### src/rtl/tff_pkg.sv
// Shared direction encodings and parameter legality limits for the T-flip-flop up/down counter.
package tff_pkg;

    localparam logic DIR_UP = 1'b1;
    localparam logic DIR_DN = 1'b0;

    localparam int WIDTH_MIN = 2;
    localparam int WIDTH_MAX = 16;
    localparam int MOD_MIN   = 2;

    // The modulus may not exceed the state space of the chosen width.
    function automatic bit params_legal(input int width, input int mod);
        if (width < WIDTH_MIN || width > WIDTH_MAX) return 1'b0;
        return (mod >= MOD_MIN) && (mod <= (1 << width));
    endfunction

endpackage

### src/rtl/tff_cell.sv
// One T flip-flop: toggles on the rising clk edge when t=1; async active-low reset clears it.
// Latency: 1 cycle t->q; qb is the combinational complement; no backpressure.
module tff_cell (
    input  logic clk,
    input  logic rst,
    input  logic t,
    output logic q,
    output logic qb
);

    always_ff @(posedge clk or negedge rst) begin
        if (!rst) begin
            q <= 1'b0;
        end else if (t) begin
            q <= ~q;
        end
    end

    assign qb = ~q;

endmodule

### src/rtl/tff_updn_counter.sv
// Modulo-MOD up/down counter with parallel load and clamp, built from T flip-flops; optional saturation.
// Latency: 1 cycle for load/count, tc combinational, wrap registered; no backpressure (en is a plain enable).
module tff_updn_counter
    import tff_pkg::*;
#(
    parameter int WIDTH    = 4,
    parameter int MOD      = 2 ** WIDTH,
    parameter bit SATURATE = 1'b0
) (
    input  logic             clk,
    input  logic             rst,
    input  logic             en,
    input  logic             up_dn,
    input  logic             load,
    input  logic [WIDTH-1:0] din,
    output logic [WIDTH-1:0] q,
    output logic [WIDTH-1:0] qb,
    output logic             tc,
    output logic             wrap
);

    if (!params_legal(WIDTH, MOD)) begin : g_bad_params
        $error("tff_updn_counter: illegal WIDTH=%0d / MOD=%0d", WIDTH, MOD);
    end

    localparam logic [WIDTH-1:0] MAX_Q = WIDTH'(MOD - 1);

    logic [WIDTH-1:0] next_q;
    logic [WIDTH-1:0] t;
    logic             at_top;
    logic             at_bot;

    always_comb begin
        at_top = (q == MAX_Q);
        at_bot = (q == '0);
        tc     = en & ~load & ((up_dn == DIR_UP) ? at_top : at_bot);
    end

    // Next state follows load > en > hold; every change, including load and clamp, goes through the toggle vector.
    always_comb begin
        next_q = q;
        if (load) begin
            next_q = (din > MAX_Q) ? MAX_Q : din;
        end else if (en) begin
            if (tc) begin
                if (!SATURATE) begin
                    next_q = (up_dn == DIR_UP) ? '0 : MAX_Q;
                end
            end else begin
                next_q = (up_dn == DIR_UP) ? q + 1'b1 : q - 1'b1;
            end
        end
        t = next_q ^ q;
    end

    for (genvar i = 0; i < WIDTH; i++) begin : g_bit
        tff_cell u_cell (
            .clk (clk),
            .rst (rst),
            .t   (t[i]),
            .q   (q[i]),
            .qb  (qb[i])
        );
    end

    // tc already excludes load, so a load edge can never raise wrap.
    always_ff @(posedge clk or negedge rst) begin
        if (!rst) begin
            wrap <= 1'b0;
        end else begin
            wrap <= tc;
        end
    end

endmodule

### config.mk
export PLATFORM = sky130hd
export DESIGN_NAME = tff_updn_counter
export DESIGN_NICKNAME = d
export VERILOG_FILES = /design/src/rtl/tff_pkg.sv /design/src/rtl/tff_cell.sv /design/src/rtl/tff_updn_counter.sv
export SDC_FILE = /design/constraint.sdc
export NUM_CORES = 1
export LEC_CHECK = 0
export ABC_AREA = 1
export CAP_MARGIN = 20
export CORE_MARGIN = 8
export CORE_UTILIZATION = 30
export DETAILED_ROUTE_END_ITERATION = 16
export PLACE_DENSITY = 0.65
export SKIP_CTS_REPAIR_TIMING = 1
export SLEW_MARGIN = 10
export SYNTH_ARGS = -nofsm -noshare
export SYNTH_HDL_FRONTEND = slang
export SYNTH_HIERARCHICAL = 1
export SYNTH_SLANG_ARGS = --single-unit
export TNS_END_PERCENT = 20
### constraint.sdc
create_clock -name clk -period 3.25 [get_ports clk]
set_input_delay 0.65 -clock clk [delete_from_list [all_inputs] [get_ports clk]]
set_output_delay 0.65 -clock clk [all_outputs]
set_load 0.05 [all_outputs]
==> impl_metrics.py <==
metrics = {
    "cts": {
        "root_buffer": "clkbuf_4",
        "clock_sinks": 5,
        "clkLatencyLatePin_ps": 250,
        "cts_tree": "built",
        "path_clk_slew_ps": 50,
        "cts_buffers": 3,
        "htreeDepth": 1,
        "clk_path_buf_depth": 2,
    },
    "routing": {
        "viasPerCell": 4.38,
        "top_layer": "met4",
        "ant_nets": 0,
        "drtIter0Drc": 3,
        "wl_mm": 1.42,
        "drt_first_pass_iters": 4,
        "drc": 0,
        "vias": 627,
        "wl_per_cell_um": 9.94,
        "wl_met2_um": 662,
        "wl_met3_um": 70,
        "m1WireLength_um": 653,
    },
    "yosys": {
        "syn_area_um2": 563,
        "synth.most_common_cell": "nand2_1",
        "ys.flop_type": "dfrtp_1",
        "yosys-top-cells-area": "nand2_1, dfrtp_1, inv_1",
        "synthTopCellsByCount": "nand2_1, inv_1, nand3_1",
        "synth_mux_area_frac": 0,
        "yosysWarnings": 6,
        "synth_fa_ha_area_frac": 0.0800,
        "synthDistinctLibCells": 18,
        "syn_area_per_cell_um2": 5.86,
        "yosysSeqAreaShare": 0.222,
        "synthesis.nets": 108,
        "synth-seq-cells": 5,
        "synth_xor_area_frac": 0.0467,
        "syn_inst": 96,
        "synth_top_family_by_area": "simple AND/OR/NAND/NOR gates",
        "synth-compound-area-share": 0.0533,
        "yosys.area.top_type_share": 0.240,
        "synth_area_leader_cell": "nand2_1",
        "synth_edf_count": 0,
        "yosys.area_share.simple": 0.478,
        "synth-async-reset-ratio": 1.00,
    },
    "finish": {
        "fin_nets": 131,
        "n_fill_cell": 179,
        "final_cells": 143,
        "n_antenna_cell": 0,
        "drive_above_1_share": 0.136,
        "areaGrowthSynthToFinish_pct": 44.0,
    },
    "placement": {
        "gp_congestion": 0.759,
        "port_buffers": 18,
        "dpl.hpwl_mm": 1.17,
        "post-place-cells": 139,
    },
    "timing": {
        "min_period_ps": 2600,
        "setup_viol": 0,
        "slew_viol_final": 0,
        "skew_ps": 8.07,
        "fmax_mhz": 384,
        "hold_ws_ps": 628,
        "worst_pin_slew_ps": 498,
        "slew_headroom": 0.667,
        "grt_setup_unrepaired": "false",
        "timing.final.hold_violations": 0,
        "fin_tns_setup_ps": 0,
        "timing.final.crit_share": 0.801,
    },
    "worst_setup_path": {
        "required_ps": 2600,
        "cp-end-kind": "primary output",
        "arrival_ps": 1950,
        "worstSetupPathType": "in2out",
        "cp_max_fo": 5,
        "critPathLaunchType": "input pin",
    },
    "global_route": {
        "grt_overflow_total": 0,
        "grt_pass1_vias": 566,
        "grt_max_degree": 12,
        "grt_pass1_wl_mm": 2.34,
        "track_usage": 0.0875,
        "antenna_found_initial": 0,
    },
    "power_and_ir_drop": {
        "switching_share": 0.580,
        "comb_power_share": 0.721,
        "clock_power_share": 0.085,
        "p_sw_mw": 0.512,
        "power_density_nw_per_um2": 1090,
        "leakagePower_nw": 0.440,
        "ir_drop_mv": 0.375,
        "seq_power_share": 0.193,
        "internal-power_mw": 0.370,
    },
    "worst_hold_path": {
        "hold_class": "in2async",
    },
    "outcome": {
        "run_status": "finished, final reports clean",
    },
    "floorplan": {
        "pin_count": 19,
        "die_h_um": 59.3,
        "start_util": 0.323,
        "rows": 15,
        "core_region_area_um2": 1750,
        "die_area_um2": 3520,
        "fp.dieW_um": 59.3,
    },
    "job": {
        "maxCapViolCount": 0,
    },
}
area by class of cell:
cell class | instances | area (um2) | share of cell area
Multi-Input combinational cell | 73 | 370 | 0.457
Inverter | 18 | 67.6 | 0.0833
Timing Repair Buffer | 18 | 190 | 0.235
Tap cell | 25 | 31.3 | 0.0386
Sequential cell | 5 | 125 | 0.154
Clock buffer | 4 | 26.3 | 0.0324
logic make-up (layout without fill, tap and decap cells):
| logic type | after synthesis | count (layout) |
|---|---|---|
| AND/OR/NAND/NOR | 61 | 61 |
| buffers and inverters | 18 | 40 |
| AO/OA/AOI/OAI | 6 | 6 |
| XOR/XNOR | 3 | 3 |
| adder cells (fa/ha/maj) | 3 | 3 |
| flip-flops | 5 | 5 |
sequential cells by signal, summed over array words and instances (netlist names):
register and cells:
g_bit.u_cell/q 4, wrap 1
worst max-delay path, cell delays in order:
cell,delay (ps)
clkdlybuf4s50_1,590
nand2_1,120
o21ai_1,190
nand3_2,120
inv_1,130
buf_12,140
worst paths after layout:
| check | from | end | slack [ps] | depth (start not counted) |
|---|---|---|---|---|
| setup / recovery | up_dn | tc | 650 | 6 |
| hold reg to reg | g_bit[3].u_cell/q | g_bit[3].u_cell/q | 680 | 2 |
| max in group asynchronous | rst | wrap | 2420 | 1 |
| min in group clk | g_bit[3].u_cell/q | g_bit[3].u_cell/q | 680 | 2 |
| setup reg to reg | g_bit[0].u_cell/q | g_bit[2].u_cell/q | 1320 | 11 |
| hold / removal | rst | g_bit[1].u_cell/q | 630 | 1 |
stage by stage:
stage / cell area [um2] / power (mW) / setup slack [ps] / util
floorplan: 563 / 0.623 / 1080 / -
global placement: 785 / 0.803 / 636 / 0.449
detailed placement: 785 / 0.815 / 591 / 0.449
CTS: 811 / 0.892 / 642 / 0.465
global route: 811 / 0.964 / 509 / 0.465
finish: 811 / 0.882 / 646 / 0.465
layout by cell type (no fill, tap or decap):
cell type	netlist	layout
a21oi_1	4	4
buf_12	0	1
clkbuf_1	0	1
clkbuf_4	0	3
clkdlybuf4s50_1	0	17
dfrtp_1	5	5
fa_1	1	1
ha_1	2	2
inv_1	14	14
inv_2	4	4
nand2_1	36	36
nand2_2	4	4
nand3_1	8	8
nand3_2	1	1
nand3b_1	1	1
nand4_1	1	1
nor2_1	7	7
o21ai_0	1	1
o21ai_1	1	1
or2_2	3	3
xnor2_1	1	1
xor2_1	2	2
layer usage:
layer,global-route usage,vias to the layer above
li1,-,340
met3,0.0239,4
met1,0.0971,267
met5,0,-
met4,0.0614,0
met2,0.140,16
power groups by stage:
stage / logic, mW / registers (mW) / clock network, mW
floorplan: 0.378 / 0.246 / 0
global placement: 0.632 / 0.171 / 0
detailed placement: 0.643 / 0.172 / 0
CTS: 0.643 / 0.172 / 0.0772
global route: 0.701 / 0.179 / 0.0842
finish: 0.636 / 0.170 / 0.0754
Power figures use the tool's default switching activity.
